==> config.mk <==
export PLATFORM = sky130hd
export DESIGN_NAME = pong_game_ctrl
export DESIGN_NICKNAME = d
export VERILOG_FILES = /design/src/rtl/pong_game_ctrl.sv
export SDC_FILE = /design/constraint.sdc
export NUM_CORES = 1
export LEC_CHECK = 0
export ABC_AREA = 1
export BUFFER_PORTS_ARGS = -buffer_cell sky130_fd_sc_hd__buf_2
export CORE_MARGIN = 4
export CORE_UTILIZATION = 40
export DETAILED_ROUTE_END_ITERATION = 12
export GPL_ROUTABILITY_DRIVEN = 0
export SLEW_MARGIN = 20
export SYNTH_ARGS = -nofsm -noshare
export SYNTH_HDL_FRONTEND = slang
export SYNTH_SLANG_ARGS = --single-unit
==> constraint.sdc <==
create_clock -name clk -period 1.4 [get_ports clk]
set_input_delay 0.14 -clock clk [delete_from_list [all_inputs] [get_ports clk]]
set_output_delay 0.14 -clock clk [all_outputs]
set_load 0.1 [all_outputs]
==> src/rtl/pong_game_ctrl.sv <==
// pong_game_ctrl -- game sequencing for a two-player pong.
//
// Walks IDLE -> SERVE -> PLAY -> POINT/OVER, keeps both scores, and gates
// ball motion. All timing inside SERVE and POINT is counted in video frames
// (frame_tick), never in pixel clocks.
//
// Ports
//   clk, reset_n          pixel clock, asynchronous active-low reset
//   frame_tick            one-cycle pulse per video frame
//   start_btn             synchronised start level (rising edge detected here)
//   pause_sw              pause level, effective in SERVE/PLAY/POINT
//   left_miss/right_miss  one-cycle pulses, ball passed the left/right paddle
//   ball_run              ball motion enable
//   serve_load            one-cycle pulse on every SERVE entry (ball to centre)
//   serve_dir             0 = serve to the right, 1 = serve to the left
//   score_left/right      point counts
//   game_over, winner     OVER flag; winner 0 = left, 1 = right
//   state                 IDLE=0 SERVE=1 PLAY=2 POINT=3 OVER=4
module pong_game_ctrl #(
    parameter int WIN_SCORE    = 7,
    parameter int SERVE_FRAMES = 60,
    parameter int POINT_FRAMES = 90
) (
    input  logic       clk,
    input  logic       reset_n,
    input  logic       frame_tick,
    input  logic       start_btn,
    input  logic       pause_sw,
    input  logic       left_miss,
    input  logic       right_miss,
    output logic       ball_run,
    output logic       serve_load,
    output logic       serve_dir,
    output logic [3:0] score_left,
    output logic [3:0] score_right,
    output logic       game_over,
    output logic       winner,
    output logic [2:0] state
);

    typedef enum logic [2:0] {
        S_IDLE  = 3'd0,
        S_SERVE = 3'd1,
        S_PLAY  = 3'd2,
        S_POINT = 3'd3,
        S_OVER  = 3'd4
    } state_t;

    localparam logic [3:0] WIN      = 4'(WIN_SCORE);
    localparam logic [7:0] SERVE_LD = 8'(SERVE_FRAMES - 1);
    localparam logic [7:0] POINT_LD = 8'(POINT_FRAMES - 1);

    state_t     state_q, state_d;
    logic [7:0] frame_cnt_q, frame_cnt_d;
    logic       armed_q, armed_d;
    logic       ball_run_q, ball_run_d;
    logic       serve_load_q, serve_load_d;
    logic       serve_dir_q, serve_dir_d;
    logic [3:0] score_l_q, score_l_d;
    logic [3:0] score_r_q, score_r_d;
    logic       game_over_q, game_over_d;
    logic       winner_q, winner_d;
    logic       start_prev_q;

    logic       start_edge;
    logic       frame_step;
    logic       frame_expired;
    logic [3:0] score_l_inc, score_r_inc;

    assign start_edge  = start_btn & ~start_prev_q;
    // Pause freezes the whole frame counter, arming flag included.
    assign frame_step  = frame_tick & ~pause_sw;
    // The first tick after a state entry only aligns us to a frame boundary
    // (armed_q), so a SERVE/POINT phase spans FRAMES+1 ticks.
    assign frame_expired = frame_step & armed_q & (frame_cnt_q == 8'd0);
    assign score_l_inc = score_l_q + 4'd1;
    assign score_r_inc = score_r_q + 4'd1;

    always_comb begin
        state_d      = state_q;
        frame_cnt_d  = frame_cnt_q;
        armed_d      = armed_q;
        serve_load_d = 1'b0;
        serve_dir_d  = serve_dir_q;
        score_l_d    = score_l_q;
        score_r_d    = score_r_q;
        game_over_d  = game_over_q;
        winner_d     = winner_q;

        case (state_q)
            S_IDLE, S_OVER: begin
                if (start_edge) begin
                    score_l_d    = 4'd0;
                    score_r_d    = 4'd0;
                    serve_dir_d  = 1'b0;
                    game_over_d  = 1'b0;
                    winner_d     = 1'b0;
                    frame_cnt_d  = SERVE_LD;
                    armed_d      = 1'b0;
                    serve_load_d = 1'b1;
                    state_d      = S_SERVE;
                end
            end
            S_SERVE, S_POINT: begin
                if (frame_expired) begin
                    if (state_q == S_SERVE) begin
                        state_d = S_PLAY;
                    end else begin
                        frame_cnt_d  = SERVE_LD;
                        armed_d      = 1'b0;
                        serve_load_d = 1'b1;
                        state_d      = S_SERVE;
                    end
                end else if (frame_step) begin
                    if (!armed_q) armed_d = 1'b1;
                    else          frame_cnt_d = frame_cnt_q - 8'd1;
                end
            end
            S_PLAY: begin
                // Simultaneous misses cancel; paused misses are dropped.
                if (!pause_sw && (left_miss ^ right_miss)) begin
                    frame_cnt_d = POINT_LD;
                    armed_d     = 1'b0;
                    state_d     = S_POINT;
                    if (left_miss) begin
                        score_r_d   = score_r_inc;
                        serve_dir_d = 1'b1;
                        if (score_r_inc == WIN) begin
                            state_d     = S_OVER;
                            game_over_d = 1'b1;
                            winner_d    = 1'b1;
                        end
                    end else begin
                        score_l_d   = score_l_inc;
                        serve_dir_d = 1'b0;
                        if (score_l_inc == WIN) begin
                            state_d     = S_OVER;
                            game_over_d = 1'b1;
                            winner_d    = 1'b0;
                        end
                    end
                end
            end
            default: state_d = S_IDLE;
        endcase

        ball_run_d = (state_d == S_PLAY) && !pause_sw;
    end

    always_ff @(posedge clk or negedge reset_n) begin
        if (!reset_n) begin
            state_q      <= S_IDLE;
            frame_cnt_q  <= 8'd0;
            armed_q      <= 1'b0;
            ball_run_q   <= 1'b0;
            serve_load_q <= 1'b0;
            serve_dir_q  <= 1'b0;
            score_l_q    <= 4'd0;
            score_r_q    <= 4'd0;
            game_over_q  <= 1'b0;
            winner_q     <= 1'b0;
            // A button held through reset must not look like a fresh press.
            start_prev_q <= 1'b1;
        end else begin
            state_q      <= state_d;
            frame_cnt_q  <= frame_cnt_d;
            armed_q      <= armed_d;
            ball_run_q   <= ball_run_d;
            serve_load_q <= serve_load_d;
            serve_dir_q  <= serve_dir_d;
            score_l_q    <= score_l_d;
            score_r_q    <= score_r_d;
            game_over_q  <= game_over_d;
            winner_q     <= winner_d;
            start_prev_q <= start_btn;
        end
    end

    assign ball_run    = ball_run_q;
    assign serve_load  = serve_load_q;
    assign serve_dir   = serve_dir_q;
    assign score_left  = score_l_q;
    assign score_right = score_r_q;
    assign game_over   = game_over_q;
    assign winner      = winner_q;
    assign state       = state_q;

endmodule
# After elaboration in Yosys (flattened, before gate mapping)
# Index checks and enable logic that the tools add are counted.
dict set report classes {
  mux 44
  n_reduce_logical 15
  bitwise_logic 7
  n_addsub 3
  n_eq_ne 16
}
# op n
set ops {}
lappend ops {{2-to-1 mux 8 bit} 6}
lappend ops {{one-hot mux 8 bit (3 select lines)} 1}
lappend ops {{2-to-1 mux 4 bit} 5}
lappend ops {{2-to-1 mux 3 bit} 6}
lappend ops {{2-to-1 mux 1 bit} 17}
lappend ops {{one-hot mux 4 bit (2 select lines)} 2}
lappend ops {{!= test 3 bit, second input constant} 5}
lappend ops {{AND reduction 5 bit} 2}
lappend ops {{equality test 3 x 2 -> 1 bit, second input constant} 3}
lappend ops {{one-hot mux 3 bit (3 select lines)} 1}
lappend ops {{adder 4 x 1 -> 4 bit, second input constant} 2}
lappend ops {{equality test 4 x 3 -> 1 bit, second input constant} 2}
lappend ops {{zero test 8 bit} 1}
lappend ops {{!= test 2 bit, second input constant} 4}
lappend ops {{one-hot mux 1 bit (2 select lines)} 4}
lappend ops {{AND reduction 4 bit} 2}
lappend ops {{subtractor 8 x 1 -> 8 bit, second input constant} 1}
lappend ops {{AND reduction 6 bit} 1}
lappend ops {{AND 1 bit} 4}
lappend ops {{OR reduction 2 bit} 2}
lappend ops {{equality test 3 x 1 -> 1 bit, second input constant} 1}
lappend ops {{equality test 3 bit, second input constant} 1}
lappend ops {{zero test 3 bit} 1}
lappend ops {{one-hot mux 1 bit (3 select lines)} 1}
lappend ops {{other kinds (8)} 10}
dict set report word_totals {
  ff_bits 26
  wordCells 96
  input_bits 7
  output_inout_bits 16
}

# Depth between registers and ports, before layout
dict set report depth {
  ltp_word 8
  depth_mapped 11
  mapped_depth_nobuf 11
}

# Worst setup path after synthesis
# Ideal clock, no wire load.
dict set report synth_timing {
  kind {flip-flop to flip-flop}
  from {register state_q[0], in the netlist state[0]}
  to {register frame_cnt_q[5]}
  arrival_time_ns 1.928
  slack_ns -0.603
  path_stages_with_launch 10
  n_path_buf 1
  cell_sequence {dfrtp_1 -> inv_2 -> nor2_4 -> nand2_2 -> nor2_1 -> nor2_2 -> nand2_2 -> buf_6 -> nand2_2 -> o21ai_2}
}
dict set report synth_via {
  elab_chain_len 4
  word_cells_on_any_way 15
  classes_between {9 x eq/ne; 1 x mux; 5 x reduce/logical}
}
# element line
set synth_rtl {}
lappend synth_rtl {{start: declaration} 53} ;# state_t state_q, state_d;
lappend synth_rtl {{start signal: assignment} 165} ;# state_q <= state_d;
lappend synth_rtl {{equality test 3 x 1 -> 1 bit (tied with other cells)} {90, 106}}
lappend synth_rtl {{OR reduction 2 bit} 90} ;# case (state_q)
lappend synth_rtl {{!= test 3 bit (no source line) (tied with other cells)} n/a}
lappend synth_rtl {{AND reduction 6 bit (no source line)} n/a}
lappend synth_rtl {{end signal: assignment} 166} ;# frame_cnt_q <= frame_cnt_d;
lappend synth_rtl {{end: declaration} 54} ;# logic [7:0] frame_cnt_q, frame_cnt_d;
# Parallel ways exist; a longest one is shown, timed or not.
# A chain may end at the register's enable or synchronous reset.

# Worst setup path in the final report
dict set report layout_timing {
  from {register state_q[0], in the netlist state[0]}
  to {register frame_cnt_q[0]}
}
# Same word-level chain as after synthesis.

==> impl_metrics.toml <==
[run_status]
status = "finished with violations"
violations = "negative setup slack"

[placement]
dp_hpwl_um = 2900
dp_cells = 320
port_buffers = 22
pre_cts_ws_ns = -0.203

[critical_path]
crit_top_cell = "nand2_2"
worstPathCellList = "inv_6 > nand2_2 > nand2_2 > nand2_2 > inv_2 > nand3_2 > nor2_2 > nand2_2 > clkbuf_16 > nand2_2 > o21ai_2"
required_ns = 1.57
startpoint_type = "register"
slowest_stage = "dfrtp_4"
path_max_fanout = 5
crit_type = "reg2reg"
end_kind = "register"
cp.arrival_ns = 1.69
max_stage_delay_ns = 0.51

[pwr]
p_leak_uw = 0.00119
fin_total_pwr_uw = 5330
power_frac_comb_pct = 67.8
peakVddDrop_v = 0.00132
power.internal_uw = 2620
netSwitchingPower_uw = 2710
p_clk_share_pct = 8.5
swShare_pct = 50.8
p_seq_share_pct = 23.7
cellPowerDensity_mw_per_mm2 = 2150

[cts]
insertion_delay_ns = 0.27
htree_levels = 1
cts_tree = "done"
clk_pin_slew_ns = 0.09
cts-root-buf = "clkbuf_8"
cts-buffers-inserted = 3
clock_path_buffers = 2
clock-sinks = 26

[cells_and_area]
final_nets = 299
n_antenna_cell = 0
final_layout_size_suffix_gt1_share_pct = 53.8
synthToLayoutAreaGrowth_pct = 54.6
fillers = 316
fin_cells = 334

[synth]
synth.most_common_cell = "nand2_1"
netlist_top_cells_area = "dfrtp_1 (39%), nand2_1 (13%), nor2_1 (6.6%)"
yosysWarnings = 0
synth_async_sr_flop_share_pct = 100
synthTopCellsByCount = "nand2_1 (57), nor2_1 (28), inv_1 (27)"
syn_area_mm2 = 0.00160
yosysSeqAreaShare_pct = 40.7
synth_top_area_cell = "dfrtp_1"
syn_nets = 229
ys_seq_elements = 26
avgSynthCellArea_um2 = 7.38
synth_top_cell_area_share_pct = 39.1
synth_flop_cell = "dfrtp_1"
synth_cell_type_count = 26
postSynthCellCount = 217
synth_edf_count = 0

[grt]
grt_max_degree = 27
antenna_found_initial = 0
grt_pass1_vias = 1571
grt_usage_pct = 15.9
grt_overflow = 0
grt_first_pass_wirelength_um = 6630

[route]
drc_errors = 0
wire_per_inst_um = 11.9
first_pass_iters = 4
via_per_inst = 4.74
postRouteAntennaNets = 0
totalWireLength_um = 3970
vias = 1584
drt_iter0_drc = 56

[sta]
maxSlewViolCount = 0
post-route-period-util_pct = 109
period_minus_slack_ns = 1.52
fmax_mhz = 656
worstMarginPinSlew_ns = 0.611
clock_skew_ns = 0.00125
tns_ns = -1.01
finalSetupViolCount = 15
rsz0062_at_grt = "true"
max_slew_margin_pct = 59.3
setup_ws_ns = -0.124
final-hold-violation-count = 0
hold-worst-slack_ns = 0.144

[die]
die-area_mm2 = 0.00508
initial_core_util_pct = 42.5
num_io_pins = 23
coreArea_mm2 = 0.00377
die_w_um = 71.3
num_rows = 22
die_h_um = 71.3

[hold_path]
hp-class = "in2reg"

[job]
drv_cap = 0
[path summary, 6_finish.rpt]
check / start / end / slack (ns) / depth (start not counted)
min in group asynchronous: reset_n / ball_run / 0.40 / 2
worst min-delay path: pause_sw / ball_run / 0.14 / 4
max in group asynchronous: reset_n / score_left[1] / 0.54 / 2
worst max-delay path: state[0] / frame_cnt_q[0] / -0.12 / 11
worst max register to register: state[0] / frame_cnt_q[0] / -0.12 / 11
worst min register to register: game_over / game_over / 0.48 / 2
[logic make-up after synthesis]
kind of cell,synth area share (%)
AND/OR/NAND/NOR,35.5
buffers and inverters,8.59
AO/OA/AOI/OAI,10.2
flip-flops,40.7
adder cells (fa/ha/maj),3.91
XOR/XNOR,1.09
[timing repair]
action	CTS	global route
hold endpoints to repair	26	0
gates resized for setup	23	31
pin swaps	12	11
hold buffers	2	0
setup buffers	3	4
endpoints found under the setup margin	23	23
gates cloned	0	1
[routing by layer]
layer / vias to the layer above / global-route usage [%] / wire length, um
met1: 729 / 19.9 / 1800
met4: 0 / 2.92 / 26
met3: 4 / 2.24 / 99
met5: - / 0 / 0
li1: 833 / - / -
met2: 18 / 29.0 / 2040
[per-stage QoR]
step,utilization [%],area [um2]
global route,65.7,2480
CTS,61.3,2310
floorplan,-,1680
finish,65.7,2480
global placement,57.4,2170
detailed placement,57.4,2170
[layout by cell type (no fill, tap or decap), drive strengths merged]
cell type    count
o22ai            3
nor2            33
nand2           67
nand4            5
a21oi            3
inv             33
o21ai           18
dfstp            1
nand3           18
nand3b           1
dlygate4sd3      2
o32ai            1
buf             61
ha               5
clkbuf           7
a21boi           1
xor2             2
dfrtp           25
[sequential cells by signal, summed over array words and instances, names as in the netlist]
signal	count
state	3
armed_q	1
serve_dir	1
start_prev_q	1
score_left	4
winner	1
serve_load	1
frame_cnt_q	8
game_over	1
score_right	4
ball_run	1
[layout make-up]
cell class	instances	area [um2]	share of cell area (%)
Multi-Input combinational cell	157	1000	40.4
Tap cell	48	60.1	2.43
Sequential cell	26	684	27.6
Timing Repair Buffer	66	551	22.2
Clock buffer	4	45.0	1.82
Inverter	33	136	5.51
[worst max-delay path: cells and delay by family, from the launching register on]
kind	cells	cell delay, ns
AO/OA/AOI/OAI	1	0.05
flip-flops	1	0.51
buffers and inverters	3	0.31
AND/OR/NAND/NOR	7	0.55
[power by group through the flow]
stage | clock, uW | sequential [uW] | combinational, uW
floorplan | 0 | 2080 | 1380
CTS | 471 | 1250 | 3400
finish | 453 | 1260 | 3620
global placement | 0 | 1250 | 3220
global route | 498 | 1300 | 3930
detailed placement | 0 | 1260 | 3240
No activity file was read; power rests on OpenSTA's default activity.
